## src/rtl/shift_seq_pkg.sv

```systemverilog
// Shared state encoding and sizing helper for the shift-register sequencer.
package shift_seq_pkg;

    typedef enum logic [2:0] {
        IDLE  = 3'd0,
        CLEAR = 3'd1,
        SHIFT = 3'd2,
        CAPT  = 3'd3,
        RESP  = 3'd4
    } state_t;

    function automatic int cnt_w(input int width);
        return $clog2(width + 1);
    endfunction

endpackage

```

## src/rtl/shift_seq_bitcnt.sv

```systemverilog
// Loadable down-counter tracking the remaining shift pulses; flags the last bit and empty.
module shift_seq_bitcnt #(
    parameter int CNT_W = 3
) (
    input  logic             clk,
    input  logic             rst,
    input  logic             load,
    input  logic [CNT_W-1:0] load_val,
    input  logic             dec,
    output logic [CNT_W-1:0] cnt,
    output logic             last,
    output logic             zero
);

    always_ff @(posedge clk or negedge rst) begin
        if (!rst)
            cnt <= '0;
        else if (load)
            cnt <= load_val;
        else if (dec && cnt != '0)
            cnt <= cnt - 1'b1;
    end

    assign last = (cnt == CNT_W'(1));
    assign zero = (cnt == '0);

endmodule

```

## src/rtl/shift_seq_ctrl.sv

```systemverilog
// Command sequencer for an external bidirectional shift register: clear, shift len bits, capture, respond.
// Optional SHIFT_SEQ_PARITY_EN adds rsp_parity, the XOR of the bits driven on sr_din.
module shift_seq_ctrl
    import shift_seq_pkg::*;
#(
    parameter  int WIDTH = 4,
    localparam int CNT_W = cnt_w(WIDTH)
) (
    input  logic             clk,
    input  logic             rst,
    input  logic             cmd_valid,
    output logic             cmd_ready,
    input  logic             cmd_dir,
    input  logic [CNT_W-1:0] cmd_len,
    input  logic [WIDTH-1:0] cmd_data,
    input  logic             cmd_clr,
    output logic             sr_clr,
    output logic             sr_shift,
    output logic             sr_right,
    output logic             sr_din,
    input  logic [WIDTH-1:0] sr_q,
    output logic             rsp_valid,
    input  logic             rsp_ready,
    output logic [WIDTH-1:0] rsp_data,
`ifdef SHIFT_SEQ_PARITY_EN
    output logic             rsp_parity,
`endif
    output logic             busy
);

    state_t           state_q, state_d;
    logic [WIDTH-1:0] data_q;
    logic             dir_q;
    logic [CNT_W-1:0] len_sat;
    logic [CNT_W-1:0] cnt;
    logic             cnt_last, cnt_zero;
    logic             accept;

    assign len_sat = (cmd_len > CNT_W'(WIDTH)) ? CNT_W'(WIDTH) : cmd_len;
    assign accept  = cmd_valid && (state_q == IDLE);

    shift_seq_bitcnt #(.CNT_W(CNT_W)) u_bitcnt (
        .clk      (clk),
        .rst      (rst),
        .load     (accept),
        .load_val (len_sat),
        .dec      (state_q == SHIFT),
        .cnt      (cnt),
        .last     (cnt_last),
        .zero     (cnt_zero)
    );

    always_ff @(posedge clk or negedge rst) begin
        if (!rst)
            state_q <= IDLE;
        else
            state_q <= state_d;
    end

    always_comb begin
        state_d = state_q;
        case (state_q)
            IDLE: begin
                if (cmd_valid) begin
                    if (cmd_clr)
                        state_d = CLEAR;
                    else if (len_sat != '0)
                        state_d = SHIFT;
                    else
                        state_d = CAPT;
                end
            end
            CLEAR:   state_d = cnt_zero ? CAPT : SHIFT;
            // Leaving on the last-bit cycle yields exactly len pulses.
            SHIFT:   if (cnt_last) state_d = CAPT;
            CAPT:    state_d = RESP;
            RESP:    if (rsp_ready) state_d = IDLE;
            default: state_d = IDLE;
        endcase
    end

    always_ff @(posedge clk or negedge rst) begin
        if (!rst) begin
            data_q <= '0;
            dir_q  <= 1'b0;
        end else if (accept) begin
            data_q <= cmd_data;
            dir_q  <= cmd_dir;
        end else if (state_q == SHIFT) begin
            data_q <= data_q >> 1;
        end
    end

    // CAPT follows the final shift edge, so sr_q already holds the finished word.
    always_ff @(posedge clk or negedge rst) begin
        if (!rst)
            rsp_data <= '0;
        else if (state_q == CAPT)
            rsp_data <= sr_q;
    end

`ifdef SHIFT_SEQ_PARITY_EN
    logic par_q;

    always_ff @(posedge clk or negedge rst) begin
        if (!rst) begin
            par_q      <= 1'b0;
            rsp_parity <= 1'b0;
        end else begin
            if (accept)
                par_q <= 1'b0;
            else if (state_q == SHIFT)
                par_q <= par_q ^ data_q[0];
            if (state_q == CAPT)
                rsp_parity <= par_q;
        end
    end
`endif

    assign cmd_ready = rst && (state_q == IDLE);
    assign busy      = (state_q != IDLE);
    assign sr_clr    = (state_q == CLEAR);
    assign sr_shift  = (state_q == SHIFT);
    assign sr_right  = sr_shift && dir_q;
    assign sr_din    = sr_shift && data_q[0];
    assign rsp_valid = (state_q == RESP);

endmodule

```

## config.mk

```make
export PLATFORM = sky130hd
export DESIGN_NAME = shift_seq_ctrl
export DESIGN_NICKNAME = d
export VERILOG_FILES = /design/src/rtl/shift_seq_pkg.sv /design/src/rtl/shift_seq_bitcnt.sv /design/src/rtl/shift_seq_ctrl.sv
export SDC_FILE = /design/constraint.sdc
export NUM_CORES = 1
export LEC_CHECK = 0
export BUFFER_PORTS_ARGS = -buffer_cell sky130_fd_sc_hd__buf_4
export CELL_PAD_IN_SITES_DETAIL_PLACEMENT = 2
export CELL_PAD_IN_SITES_GLOBAL_PLACEMENT = 2
export CORE_ASPECT_RATIO = 0.9
export CORE_MARGIN = 8
export CORE_UTILIZATION = 28
export DETAILED_ROUTE_END_ITERATION = 10
export GPL_ROUTABILITY_DRIVEN = 0
export HOLD_SLACK_MARGIN = 0.05
export MAX_ROUTING_LAYER = met4
export PLACE_DENSITY = 0.71
export REMOVE_ABC_BUFFERS = 1
export SYNTH_ARGS = -nofsm -noshare
export SYNTH_HDL_FRONTEND = slang
export SYNTH_SLANG_ARGS = --single-unit
```

## constraint.sdc

```tcl
create_clock -name clk -period 1.4 [get_ports clk]
set_clock_uncertainty 0.05 [all_clocks]
set_input_delay 0.14 -clock clk [delete_from_list [all_inputs] [get_ports clk]]
set_output_delay 0.14 -clock clk [all_outputs]
set_load 0.05 [all_outputs]
```

==> flow_metrics.py, run 1 <==
metrics = {
    "floorplanning": {
        "start_util": 0.2911,
        "dieHeight_um": 69.36,
        "die_area_mm2": 0.005222,
        "fp-row-count": 19,
        "ios": 28,
        "die_w_um": 75.29,
        "core_area_mm2": 0.003043,
    },
    "drt": {
        "drc": 0,
        "met3_length_um": 127,
        "wl_per_cell_um": 25.44,
        "route.antenna.remaining_nets": 0,
        "dr.pass1.iters": 4,
        "route.met2.wl_um": 2529,
        "drtIter0Drc": 23,
        "routedLengthMet1_um": 2018,
        "topRoutingLayerUsed": "met4",
        "wirelength_um": 4834,
        "vias_per_cell": 4.842,
        "num_vias": 920,
    },
    "setup_path": {
        "end_kind": "output pin",
        "arrival_ps": 1550,
        "crit_type": "reg2out",
        "required_ps": 1210,
        "cp-start-kind": "flip-flop",
        "cp_max_fo": 4,
    },
    "sta": {
        "period_needed_ps": 1736,
        "relSlewSlack": 0.4690,
        "tightest_slew_ps": 793.9,
        "rsz0062_at_grt": "yes",
        "slew_viol_final": 0,
        "period_share": 1.240,
        "fin_ws_ps": -336.0,
        "hold_violations": 0,
        "setup_viol": 21,
        "max_freq_mhz": 576.1,
    },
    "global_routing": {
        "grt_pass1_vias": 1077,
        "grt_max_degree": 16,
        "grtUsageTotal": 0.1707,
        "antenna_found_initial": 0,
        "grt_pass1_wl_um": 6465,
        "overflow": 0,
    },
    "finish": {
        "antenna_cells": 0,
        "fin_area_mm2": 0.001743,
        "mostFrequentLayoutCell": "buf_4",
        "syn2layout_area_growth_pct": 96.75,
        "instances_no_fill": 190,
        "most-common-layout-cells": "38 x buf_4, 18 x buf_6, 14 x dfrtp_1",
        "layout.nets": 169,
        "fin_util": 0.5728,
        "drive_gt1_frac": 0.6622,
        "fillers": 317,
    },
    "cts": {
        "htreeDepth": 1,
        "clock-root-buffer": "clkbuf_4",
        "clk_pin_slew_ps": 110,
        "cts.sinks": 15,
        "cts_tree": "done",
        "clk_latency_ps": 290,
        "clk_path_buf_depth": 2,
        "cts_made_buffers": 3,
    },
    "yosys": {
        "synth_cells": 76,
        "netlist_area_um2": 885.9,
        "ys_types": 30,
        "synth_top_cell_by_area": "dfrtp_1",
        "ys.flop_type": "dfrtp_1",
        "async_flop_share": 1.000,
        "ys_top_cells_by_area": "dfrtp_1 42%, mux2_2 7.6%, buf_6 5.1%",
        "ys_warn_count": 0,
        "ys_seq_area_frac": 0.4237,
        "synth_top_area_share": 0.4237,
        "synth-seq-cells": 15,
        "synth_edf_count": 0,
        "syn_area_per_cell_um2": 11.66,
    },
    "status": {
        "violations": "negative setup slack",
        "status": "finished with violations",
    },
    "power_and_ir_drop": {
        "p_leak_nw": 0.8397,
        "p_per_area_mw_per_mm2": 2615,
        "ir_drop_mv": 1.504,
    },
    "placement": {
        "dpl.hpwl_um": 2049,
        "io_buffer_count": 27,
        "dpl-instance-area_mm2": 0.001216,
        "place_inst": 157,
    },
    "job": {
        "maxCapViolCount": 0,
    },
    "min_path": {
        "hold_path_class": "in2reg",
    },
}
synth_stat cells (all sizes together) (3+ instances only):
master  instances
buf             4
a22o            3
nand2b          3
nor2            6
nand2           4
mux2i           4
o21ai           5
inv             4
dfrtp          15
ha              3
a21o            3
mux2            6
worst paths after layout:
check	start	end	slack, ps	depth (start not counted)
worst max register to register	state_q[0]	u_bitcnt.cnt[1]	-320	5
worst min-delay path	cmd_data[2]	data_q[2]	110	3
min in group asynchronous	rst	dir_q	430	2
worst min register to register	data_q[2]	data_q[2]	450	1
worst max-delay path	state_q[0]	sr_right	-340	4
max in group asynchronous	rst	state_q[1]	320	2
final cells by class:
class	instances	area, µm²	share of cell area
repair buffers	72	688.2	0.3948
multi-input cells	53	584.3	0.3352
flip-flops and latches	15	376.6	0.2161
well taps	42	52.55	0.03015
clock buffers	4	26.28	0.01508
inverters	4	15.01	0.008615
cell families (layout without fill, tap and decap cells):
family / after synthesis / count (layout) / share of synthesized area
compound gates: 15 / 15 / 0.1398
fa+ha+maj: 3 / 3 / 0.04238
buf+inv: 8 / 80 / 0.06779
flops: 15 / 15 / 0.4237
mux: 10 / 10 / 0.1215
simple gates: 25 / 25 / 0.2048
report_power, final:
| part | switching [mW] | internal (mW) | leakage (nW) | total (mW) |
|---|---|---|---|---|
| combinational | 1.77 | 1.69 | 0.641 | 3.46 |
| clock | 0.162 | 0.111 | 0.0150 | 0.273 |
| sequential | 0.183 | 0.644 | 0.184 | 0.826 |
| total | 2.11 | 2.44 | 0.840 | 4.56 |
metrics by stage:
step | hold WS [ps] | total power [mW] | worst slack (ps) | setup TNS, ps
floorplan | -205.6 | 2.106 | -729.7 | -5733
global placement | -37.24 | 2.856 | -86.23 | -469.1
detailed placement | -32.39 | 2.951 | -179.8 | -764.0
CTS | 92.36 | 3.891 | -256.7 | -2742
global route | 128.1 | 4.725 | -401.9 | -5333
finish | 110.5 | 4.558 | -336.0 | -4470
registers in the layout, indices dropped and copies added, names as in the netlist:
signal	cells
rsp_data	4
state_q	3
dir_q	1
data_q	4
u_bitcnt.cnt	3
worst max-delay path: stages (launching register included):
cell     delay [ps]
dfrtp_1         450
buf_6           160
nor3b_4         290
and2_4          210
buf_8           140
layer usage:
layer,global-route usage,up-vias
met5,-,-
met2,0.3126,26
li1,-,407
met3,0.01156,12
met4,0.06183,0
met1,0.1818,475
timing repair:
item                                    CTS  global route
hold buffers                             10             0
pin swaps                                12            14
hold endpoints to repair                 24             0
buffers inserted                         16            10
endpoints found under the setup margin   17            22
gates resized for setup                  41            27
Power figures use the tool's default switching activity.
==> inputs of run 2 (changes only) <==
- CTS_BUF_LIST: default -> sky130_fd_sc_hd__clkbuf_16
==> flow_metrics.py, run 2 (synthesis results as in run 1) <==
metrics = {
    "sta": {
        "max_freq_mhz": 616.1,
        "period_share": 1.159,
        "fin_ws_ps": -223.2,
        "tightest_slew_ps": 745.6,
        "setup_viol": 19,
        "slew_viol_final": 0,
        "relSlewSlack": 0.5013,
        "rsz0062_at_grt": "yes",
        "hold_violations": 0,
        "period_needed_ps": 1623,
    },
    "status": {
        "violations": "negative setup slack",
        "status": "finished with violations",
    },
    "cts": {
        "clk_latency_ps": 240,
        "clock-root-buffer": "clkbuf_16",
        "cts.sinks": 15,
        "htreeDepth": 1,
        "clk_path_buf_depth": 2,
        "cts_made_buffers": 3,
        "clk_pin_slew_ps": 50,
        "cts_tree": "done",
    },
    "power_and_ir_drop": {
        "ir_drop_mv": 1.230,
        "power_frac_comb": 0.667,
        "p_seq_frac": 0.197,
        "clkPwrFrac": 0.137,
        "switching_share": 0.4245,
        "p_leak_nw": 0.7334,
        "finalPower_mw": 4.064,
        "p_switching_mw": 1.725,
        "power.internal_mw": 2.339,
        "p_per_area_mw_per_mm2": 2698,
    },
    "setup_path": {
        "cp-start-kind": "flip-flop",
        "crit_start": "state_q[0]",
        "end_kind": "output pin",
        "arrival_ps": 1430,
        "timing.rr.start": "state_q[0]",
        "required_ps": 1210,
        "cp_max_fo": 4,
        "worst-r2r-cell-count": 4,
        "crit_type": "reg2out",
    },
    "floorplanning": {
        "ios": 28,
        "die_w_um": 75.29,
        "core_area_mm2": 0.003043,
        "start_util": 0.2911,
        "fp-row-count": 19,
        "die_area_mm2": 0.005222,
        "dieHeight_um": 69.36,
    },
    "finish": {
        "drive_gt1_frac": 0.6279,
        "antenna_cells": 0,
        "layout.nets": 150,
        "mostFrequentLayoutCell": "buf_4",
        "largest_registers": "data_q (4), rsp_data (4)",
        "syn2layout_area_growth_pct": 70.06,
        "most-common-layout-cells": "38 x buf_4, 14 x dfrtp_1, 9 x buf_6",
    },
    "min_path": {
        "hold_path_class": "in2reg",
        "min-delay-start": "cmd_data[1]",
        "holdPathStages": 3,
    },
    "drt": {
        "route.antenna.remaining_nets": 0,
        "wirelength_um": 3125,
        "vias_per_cell": 4.579,
        "num_vias": 783,
        "wl_per_cell_um": 18.27,
        "dr.pass1.iters": 3,
        "drc": 0,
        "drtIter0Drc": 1,
    },
    "placement": {
        "io_buffer_count": 27,
        "dpl.hpwl_um": 2049,
        "pre_cts_slack_ps": -179.8,
    },
    "global_routing": {
        "overflow": 0,
        "grt_pass1_vias": 943,
        "grtUsageTotal": 0.1293,
        "grt_pass1_wl_um": 4968,
        "grt_max_degree": 16,
        "antenna_found_initial": 0,
    },
    "job": {
        "maxCapViolCount": 0,
    },
}
## run 2: changes by cell type in the layout (fill, tap and decap cells not counted), sizes merged
| cell | before | now |
|---|---|---|
| buf | 62 | 51 |
| dlygate4sd3 | 10 | 2 |
| clkbuf | 4 | 3 |
| inv | 4 | 5 |
## run 2: power groups by stage
stage               sequential (mW)  clock (mW)  combinational, mW
CTS                           0.791       0.571               2.51
global route                  0.825       0.581               2.88
global placement              0.773           0               2.08
floorplan                      1.04           0               1.06
finish                        0.799       0.556               2.71
detailed placement            0.794           0               2.16
## run 2: repair_timing
action / in CTS / in global routing
hold buffers: 2 / 0
pin swaps: 5 / 8
setup buffers: 7 / 3
setup endpoints to repair: 15 / 20
gates resized for setup: 24 / 16
hold endpoints to repair: 16 / 0
## run 2: per-stage QoR
step                      hold WS, ps  instances  setup TNS, ps    util  instance area, µm²
after floorplan                -205.6         72          -5733       -               840.8
after global placement         -37.24        157         -469.1  0.3997                1216
after detailed placement       -32.39        157         -764.0  0.3997                1216
after CTS                       56.21        169          -2077  0.4733                1440
after global routing            81.68        171          -3686  0.4951                1506
final                           55.90        171          -2470  0.4951                1506
## run 2: path summary, 6_finish.rpt
check	endpoint	slack, ps
max in group asynchronous	state_q[1]	310
worst min register to register	data_q[2]	440
worst max-delay path	sr_right	-220
worst min-delay path	data_q[1]	60
worst max register to register	dir_q	-200
min in group asynchronous	rsp_data[2]	470
## run 2: cell type report
class | count | area [µm²]
inverters | 4 | 15.01
well taps | 42 | 52.55
clock buffers | 3 | 75.07
repair buffers | 53 | 466.7
fillers | 326 | 1536
clock inverters | 1 | 3.754
multi-input cells | 53 | 516.7
flip-flops and latches | 15 | 376.6
## run 2: critical path: stages (launching register included)
cell and delay [ps]:
dfrtp_1 430, buf_6 160, nor3b_4 260, and2_4 200, buf_8 140
## run 2: routing by layer
layer  vias up  GRT usage  wire, µm
li1        375          -         -
met1       391     0.1327      1250
met2        13     0.2330      1785
met3         4    0.02023        41
met4         0    0.05117        47
met5         -          -         0
